**config.mk**
```make
export PLATFORM = sky130hd
export DESIGN_NAME = neuron_slot_demux_flat
export DESIGN_NICKNAME = d
export VERILOG_FILES = /design/src/rtl/neuron_slot_demux_if.sv /design/src/rtl/neuron_slot_demux.sv /design/src/flat_wrapper.sv
export SDC_FILE = /design/constraint.sdc
export NUM_CORES = 1
export LEC_CHECK = 0
export CAP_MARGIN = 25
export CORE_MARGIN = 1.5
export CORE_UTILIZATION = 46
export DETAILED_ROUTE_END_ITERATION = 10
export PLACE_DENSITY_LB_ADDON = 0.08
export SLEW_MARGIN = 20
export SYNTH_ARGS = -nofsm -noshare
export SYNTH_HDL_FRONTEND = slang
export SYNTH_SLANG_ARGS = --single-unit
```
**constraint.sdc**
```tcl
create_clock -name clk -period 3.5 [get_ports clk]
set_input_delay 0.7 -clock clk [delete_from_list [all_inputs] [get_ports clk]]
set_output_delay 0.7 -clock clk [all_outputs]
set_load 0.005 [all_outputs]
```
**src/rtl/neuron_slot_demux_if.sv**
```systemverilog
// Bus bundle for the neuron slot demultiplexer.
// The master side drives the frame strobe, the multiplexed data and the
// neuron selection. The slave side (the demux) returns the captured value,
// the capture pulse and the alignment status.
interface neuron_slot_demux_if #(
  parameter int NN = 8,
  parameter int DW = 32
) ();

  logic              frame_strobe;
  logic [DW-1:0]     data_in;
  logic [NN:0]       sel_index;
  logic [1:0]        sel_phase;

  logic [DW-1:0]     cap_data;
  logic              cap_valid;
  logic              locked;
  logic [7:0]        sync_err_cnt;
  logic [NN+2:0]     slot_cnt_out;

  // Producer of the multiplexed stream and of the selection.
  modport master (
    output frame_strobe,
    output data_in,
    output sel_index,
    output sel_phase,
    input  cap_data,
    input  cap_valid,
    input  locked,
    input  sync_err_cnt,
    input  slot_cnt_out
  );

  // The demultiplexer itself.
  modport slave (
    input  frame_strobe,
    input  data_in,
    input  sel_index,
    input  sel_phase,
    output cap_data,
    output cap_valid,
    output locked,
    output sync_err_cnt,
    output slot_cnt_out
  );

endinterface

```
**src/rtl/neuron_slot_demux.sv**
```systemverilog
// Neuron slot demultiplexer.
// A frame carries 2^(NN+1) neurons, each occupying four consecutive cycles,
// so a frame is 2^(NN+3) cycles long and a slot value is {neuron, phase}.
// The block aligns a local slot counter to frame_strobe, tracks sync errors,
// and captures the data word at the selected {neuron, phase} once per frame.
module neuron_slot_demux #(
  parameter int NN = 8,
  parameter int DW = 32
) (
  input  logic                 clk,
  input  logic                 reset_n,
  neuron_slot_demux_if.slave   bus
);

  localparam int CW = NN + 3;

  typedef enum logic {
    HUNT   = 1'b0,
    LOCKED = 1'b1
  } state_t;

  state_t          state_q;
  state_t          state_d;

  logic [CW-1:0]   cnt_q;
  logic [CW-1:0]   cnt_d;

  logic [NN:0]     sh_index_q;
  logic [NN:0]     sh_index_d;
  logic [1:0]      sh_phase_q;
  logic [1:0]      sh_phase_d;

  logic            captured_q;
  logic            captured_d;

  logic [7:0]      err_q;
  logic [7:0]      err_d;

  logic [DW-1:0]   cap_data_q;
  logic            cap_valid_q;

  logic [CW-1:0]   cur_slot;
  logic [NN:0]     eff_index;
  logic [1:0]      eff_phase;
  logic            align;
  logic            sync_err;
  logic            capture_ok;
  logic            capture;

  // Next-state, slot tracking, shadow selection and capture decision.
  always_comb begin
    state_d    = state_q;
    cnt_d      = cnt_q;
    sh_index_d = sh_index_q;
    sh_phase_d = sh_phase_q;
    captured_d = captured_q;
    err_d      = err_q;
    eff_index  = sh_index_q;
    eff_phase  = sh_phase_q;
    align      = 1'b0;
    sync_err   = 1'b0;
    capture_ok = 1'b0;
    capture    = 1'b0;

    // A strobe always marks slot 0 of the current cycle.
    cur_slot = bus.frame_strobe ? '0 : cnt_q;

    case (state_q)
      HUNT: begin
        if (bus.frame_strobe) begin
          align   = 1'b1;
          state_d = LOCKED;
        end
      end
      LOCKED: begin
        if (bus.frame_strobe) begin
          align = 1'b1;
          if (cnt_q != '0) begin
            sync_err = 1'b1;
          end
        end else if (cnt_q == '0) begin
          sync_err = 1'b1;
          state_d  = HUNT;
        end
      end
      default: begin
        state_d = HUNT;
      end
    endcase

    // An accepted slot 0 restarts the frame and takes the new selection
    // immediately, so a slot-0 selection can capture on this very cycle.
    if (align) begin
      eff_index  = bus.sel_index;
      eff_phase  = bus.sel_phase;
      sh_index_d = bus.sel_index;
      sh_phase_d = bus.sel_phase;
      cnt_d      = CW'(1);
    end else if (state_d == HUNT) begin
      cnt_d = '0;
    end else begin
      cnt_d = cnt_q + CW'(1);
    end

    // The missing-strobe cycle drops to HUNT and therefore never captures.
    capture_ok = align |
                 ((state_q == LOCKED) && (state_d == LOCKED) && !captured_q);
    capture    = capture_ok && (cur_slot == {eff_index, eff_phase});

    if (align) begin
      captured_d = capture;
    end else if (state_d == HUNT) begin
      captured_d = 1'b0;
    end else begin
      captured_d = captured_q | capture;
    end

    if (sync_err && (err_q != 8'hFF)) begin
      err_d = err_q + 8'd1;
    end
  end

  // State, counter, shadow selection, error count and capture registers.
  always_ff @(posedge clk or negedge reset_n) begin
    if (!reset_n) begin
      state_q     <= HUNT;
      cnt_q       <= '0;
      sh_index_q  <= '0;
      sh_phase_q  <= '0;
      captured_q  <= 1'b0;
      err_q       <= '0;
      cap_data_q  <= '0;
      cap_valid_q <= 1'b0;
    end else begin
      state_q     <= state_d;
      cnt_q       <= cnt_d;
      sh_index_q  <= sh_index_d;
      sh_phase_q  <= sh_phase_d;
      captured_q  <= captured_d;
      err_q       <= err_d;
      cap_valid_q <= capture;
      if (capture) begin
        cap_data_q <= bus.data_in;
      end
    end
  end

  assign bus.cap_data     = cap_data_q;
  assign bus.cap_valid    = cap_valid_q;
  assign bus.locked       = (state_q == LOCKED);
  assign bus.sync_err_cnt = err_q;
  assign bus.slot_cnt_out = cnt_q;

endmodule

```
**src/flat_wrapper.sv**
```systemverilog
// flat-port wrapper written by rule: the top's interface ports become plain ports
module neuron_slot_demux_flat 
#(
  parameter int NN = 8,
  parameter int DW = 32
)
  (clk, reset_n, bus_frame_strobe, bus_data_in, bus_sel_index, bus_sel_phase, bus_cap_data, bus_cap_valid, bus_locked, bus_sync_err_cnt, bus_slot_cnt_out);
  neuron_slot_demux_if #(.NN(NN), .DW(DW)) bus_i ();
  input  logic clk;
  input  logic reset_n;
  input wire logic [$bits(bus_i.frame_strobe)-1:0] bus_frame_strobe;
  input wire logic [$bits(bus_i.data_in)-1:0] bus_data_in;
  input wire logic [$bits(bus_i.sel_index)-1:0] bus_sel_index;
  input wire logic [$bits(bus_i.sel_phase)-1:0] bus_sel_phase;
  output wire logic [$bits(bus_i.cap_data)-1:0] bus_cap_data;
  output wire logic [$bits(bus_i.cap_valid)-1:0] bus_cap_valid;
  output wire logic [$bits(bus_i.locked)-1:0] bus_locked;
  output wire logic [$bits(bus_i.sync_err_cnt)-1:0] bus_sync_err_cnt;
  output wire logic [$bits(bus_i.slot_cnt_out)-1:0] bus_slot_cnt_out;
  assign bus_i.frame_strobe = bus_frame_strobe;
  assign bus_i.data_in = bus_data_in;
  assign bus_i.sel_index = bus_sel_index;
  assign bus_i.sel_phase = bus_sel_phase;
  assign bus_cap_data = bus_i.cap_data;
  assign bus_cap_valid = bus_i.cap_valid;
  assign bus_locked = bus_i.locked;
  assign bus_sync_err_cnt = bus_i.sync_err_cnt;
  assign bus_slot_cnt_out = bus_i.slot_cnt_out;
  neuron_slot_demux #(.NN(NN), .DW(DW)) u_core (.clk(clk), .reset_n(reset_n), .bus(bus_i));
endmodule
```
## Yosys cells after proc, flatten, opt, wreduce, memory -nomap -nowiden

Cells that the tools add are included.

| word-level totals | value |
|---|---|
| logic and storage cells | 37 |
| output and inout bits | 53 |
| bits in registers | 65 |

| operators by class | value |
|---|---|
| equality and inequality tests | 2 |
| bitwise logic cells | 3 |
| reduce and logical (&&, ||, !) cells | 7 |
| multiplexer cells | 15 |
| add/sub/neg operators | 2 |

Operators with widths:

| operator | number |
|---|---|
| 11-bit 2-to-1 mux | 3 |
| 11-bit by 1-bit adder with 11-bit output (second input constant) | 1 |
| 11-bit == test | 1 |
| 11-bit logical NOT | 1 |
| 11-bit nonzero test | 1 |
| 1-bit 2-to-1 mux | 9 |
| 9-bit 2-to-1 mux | 1 |
| 8-bit by 1-bit adder with 8-bit output (second input constant) | 1 |
| 8-bit inequality test (second input constant) | 1 |
| 1-bit logical AND | 4 |
| 2-bit 2-to-1 mux | 1 |
| 1-bit bitwise OR | 2 |
| 1-bit case mux with 2 select lines | 1 |
| 1-bit logical NOT | 1 |
| 1-bit NOT | 1 |

## Depth between registers and ports, before layout

| logic depth | value |
|---|---|
| depth after elaboration | 11 |
| gate-level depth with buffers | 12 |
| depth with buffers taken out | 10 |

## Worst setup path before layout

OpenSTA, ideal clock, no wires.

| path | value |
|---|---|
| path type | register -> register |
| start point | register u_core.cnt_q[0] (netlist: u_core.bus.slot_cnt_out[0]) |
| end point | register u_core.cap_data_q[0] (netlist: u_core.bus.cap_data[0]) |
| path slack | 0.634 ns |
| buffers on the path | 2 |
| setup time | 0.125 ns |
| arrival time | 2.741 ns |
| clock period less this slack | 2.866 ns |
| stages on the path, launching flop included | 13 |
| path through | dfrtp_1 -> inv_1 -> ha_1 -> or4b_2 -> nor4_1 -> ha_1 -> nor2b_1 -> a41oi_1 -> or3_1 -> or4b_4 -> buf_6 -> buf_12 -> mux2_4 |

| on the way | value |
|---|---|
| cells in the longest elaborated chain, start to end | 8 |
| elaborated cells between the ends (all ways) | 10 |

Ends and longest elaborated chain:

| item | line | source |
|---|---|---|
| start: declaration | neuron_slot_demux.sv:25 | `logic [CW-1:0] cnt_q;` |
| start signal: assignment | neuron_slot_demux.sv:136 | `cnt_q <= cnt_d;` |
| 11-bit logical NOT | neuron_slot_demux.sv:81 | `end else if (cnt_q == '0) begin` |
| 1-bit 2-to-1 mux | neuron_slot_demux.sv:81 |  |
| 1-bit 2-to-1 mux | neuron_slot_demux.sv:76 | `if (bus.frame_strobe) begin` |
| 1-bit case mux with 2 select lines | neuron_slot_demux.sv:68 | `case (state_q)` |
| 1-bit logical AND (2 in series) | neuron_slot_demux.sv:107 | `((state_q == LOCKED) && (state_d == LOCKED) && !captured_q);` |
| 1-bit bitwise OR | neuron_slot_demux.sv:106 | `capture_ok = align \|` |
| 1-bit logical AND * | neuron_slot_demux.sv:108 | `capture = capture_ok && (cur_slot == {eff_index, eff_phase});` |
| end signal: assignment | neuron_slot_demux.sv:143 | `cap_data_q <= bus.data_in;` |
| end: declaration | neuron_slot_demux.sv:39 | `logic [DW-1:0] cap_data_q;` |

Mark *: on every way between the ends. The rest lies on a longest branch, timed or not.
A chain may end at the register's enable or synchronous reset.

## Worst setup path in the final report

| path | value |
|---|---|
| start point | register u_core.cnt_q[1] (netlist: u_core.bus.slot_cnt_out[1]) |
| end point | register u_core.cap_data_q[13] (netlist: u_core.bus.cap_data[13]) |

Same word-level chain as after synthesis.

==> results.txt <==
Die W = 83.3 µm
# IOs = 99
Biggest area consumer among synthesized cells = dfrtp_1
Syn Area/Cell = 13.9 µm²
HP Class = input pin to async pin
Least-Margin Pin Slew = 0.651 ns
Main flop type after synthesis = dfrtp_1
CP Capture Type = flip-flop
Distinct cells, synth = 34
Via count = 2056
Largest net degree at the start of global routing = 38
Reg2reg end = u_core.bus.cap_data[13]
Clk pwr share = 0.391
Peak VDD IR = 0.479 mV
Combinational share of power = 0.213
Max Transition Viols Final = 0
Worst-Skew Late Latency = 0.34 ns
First-pass GRT wire length = 10.7 mm
Critical path destination = u_core.bus.cap_data[13]
Power density over cell area = 544 mW/mm²
Multi-input logic area = 0.00123 mm²
Antenna-violating nets left = 0
Clock buffer count from CTS = 9
Reg area = 0.00163 mm²
Reg2reg start = u_core.bus.slot_cnt_out[1]
Flop pwr share = 0.396
CTS clock-pin slew for the worst setup and hold paths = 0.07 ns
Pleak = 1.98 nW
Share of layout cells above drive strength 1 = 0.212
Post-cts resize count = 0
Post-CTS setup repair buffer count = 0
Mapped Area = 0.00297 mm²
Crit share post-route = 0.906
Reg2reg path depth = 11
Vias in the first global route = 2111
Yosys warns = 0
Initial antenna violation count = 0
Final hold violations = 0
Number of flops mapped to enable cells by yosys = 0
Gp weighted congestion = 0.770
Wire length per cell = 15.5 µm
R2r setup slk = 0.33 ns
# rows = 29
Switching share of total power = 0.235
Diode count = 0
CP max FO = 33
Starting DRT DRC Count = 69
P&R area growth vs syn = 45.4%
DR pass1 iterations = 4
Setup tns final = 0 ns
Synth top area share = 0.548
#FFs+latches synth = 65
Post-Place Cells = 391
Switching power = 0.551 mW
Die ar. = 0.00694 mm²
Fin Clk Skew = 0.00508 ns
Post-Syn Nets = 264
GRT overflow = 0
Pint = 1.80 mW
Drt via density = 5.05
Worst Setup SP = u_core.bus.slot_cnt_out[1]
Post-synthesis async set-or-reset flop share = 1.00
Final instance area = 0.00432 mm²
Crit path launch type = flip-flop
Setup violators final = 0
Max-cap violations = 0
Most used standard cell by instance count after synthesis = dfrtp_1
RSZ-0062 raised after global routing = no
Data arrival, critical path = 3.40 ns
Sequential share of the synthesized area = 0.548
Core Region = 0.00628 mm²
Hold buffer count at cts = 0
CP Data Required Time = 3.73 ns
Non-Filler Instances = 407
Synth top cells by count = dfrtp_1 (65), mux2_4 (30), xnor2_1 (16)
IO Port Bufs = 98
Htree depth = 3
Final #Nets = 375
DP HPWL = 4.48 mm
Synth area leaders = dfrtp_1 (55%), mux2_4 (15%), xnor2_1 (4.7%), mux2_2 (4.6%), buf_12 (2.0%)
Clk sink count = 65
Slew headroom = 0.566
CTS tree = yes
Critical path class = flip-flop to flip-flop
Minimum clock period = 3.17 ns
Final wirelength = 6.30 mm
Fmax = 0.315 GHz
GRT Resource Usage Total = 0.196
Post-Route Utilization = 0.688
CTS Buffer Depth = 2
Status = finished clean
Die height = 83.3 µm
Post-DP Area = 0.00403 mm²
Drt drc = 0
CTS root buf = clkbuf_8
Effective utilization at floorplan = 0.473
Mapped Cells = 214
Fillers = 472
## flip-flops by register name, indices dropped and copies added, names as in the netlist
signal and flops:
u_core.bus.cap_data 32, u_core.bus.slot_cnt_out 11, u_core.sh_index_q 9, u_core.bus.sync_err_cnt 8, u_core.sh_phase_q 2, u_core.bus.cap_valid 1
u_core.bus.locked 1, u_core.captured_q 1
## routing by layer
metal | part of all wire | wire, µm | global-route usage
met5 | 0 | 0 | 0
met4 | 0.011 | 70 | 0.0621
met3 | 0.057 | 361 | 0.0537
met2 | 0.47 | 2930 | 0.301
met1 | 0.47 | 2940 | 0.272
## cell type report
type,count,share of cell area
well taps,77,0.0223
inverters,7,0.00609
repair buffers,106,0.243
flip-flops and latches,65,0.377
multi-input cells,136,0.285
clock buffers,9,0.0287
clock inverters,7,0.0386
## kinds of logic after synthesis
| logic type | count (synthesis) | synth area share |
|---|---|---|
| muxes | 43 | 0.201 |
| xor gates and xnor gates | 21 | 0.0620 |
| AOI/OAI and AO/OA | 13 | 0.0337 |
| adders and majority gates | 4 | 0.0169 |
| and+or+nand+nor | 55 | 0.101 |
| DFF | 65 | 0.548 |
| buffers and inverters | 13 | 0.0379 |
## power groups by stage
stage	sequential (mW)	clock (mW)	combinational (mW)
4_1_cts	0.930	0.936	0.508
6_report	0.929	0.919	0.499
3_3_place_gp	0.940	0	0.499
5_1_grt	0.943	0.966	0.544
3_5_place_dp	0.942	0	0.505
2_1_floorplan	0.941	0	0.204
## worst min-delay path by stage
stage	to	slack, ns	cells past startpoint
finish	u_core.bus.cap_data[15]	0.38	1
global route	u_core.bus.cap_data[15]	0.43	1
CTS	u_core.bus.cap_data[15]	0.40	1
detailed placement	u_core.bus.sync_err_cnt[5]	0.49	1
global placement	u_core.bus.sync_err_cnt[5]	0.48	1
floorplan	u_core.bus.cap_data[0]	0.40	0
## layout by cell type, fill, tap and decap left out, drive strengths merged, types with 2 or more instances in the layout
cell / count
a41oi: 3
and3: 5
buf: 9
bufinv: 5
clkbuf: 9
clkdlybuf4s50: 97
dfrtp: 65
ha: 4
inv: 7
mux2: 42
nand2: 7
nand2b: 7
nand3: 9
nor2: 13
nor2b: 2
nor4: 2
o21ai: 4
or3: 4
or4: 2
or4b: 2
xnor2: 16
xor2: 5
## worst max-delay path: stages, from the launching register on
cell	delay [ns]
dfrtp_1	0.46
inv_1	0.11
ha_1	0.14
or4b_2	0.60
nor4_1	0.35
ha_1	0.24
nor2b_1	0.06
a41oi_1	0.19
or3_1	0.15
or4b_4	0.13
buf_12	0.24
mux2_2	0.36
## metrics by stage
stage | hold WS [ns] | setup WS (ns) | total power [mW]
floorplan | 0.404 | 0.634 | 1.14
detailed placement | 0.487 | 0.0604 | 1.45
global placement | 0.482 | 0.141 | 1.44
global route | 0.426 | 0.158 | 2.45
CTS | 0.397 | 0.299 | 2.37
finish | 0.378 | 0.329 | 2.35
(Power assumes the default switching activity.)
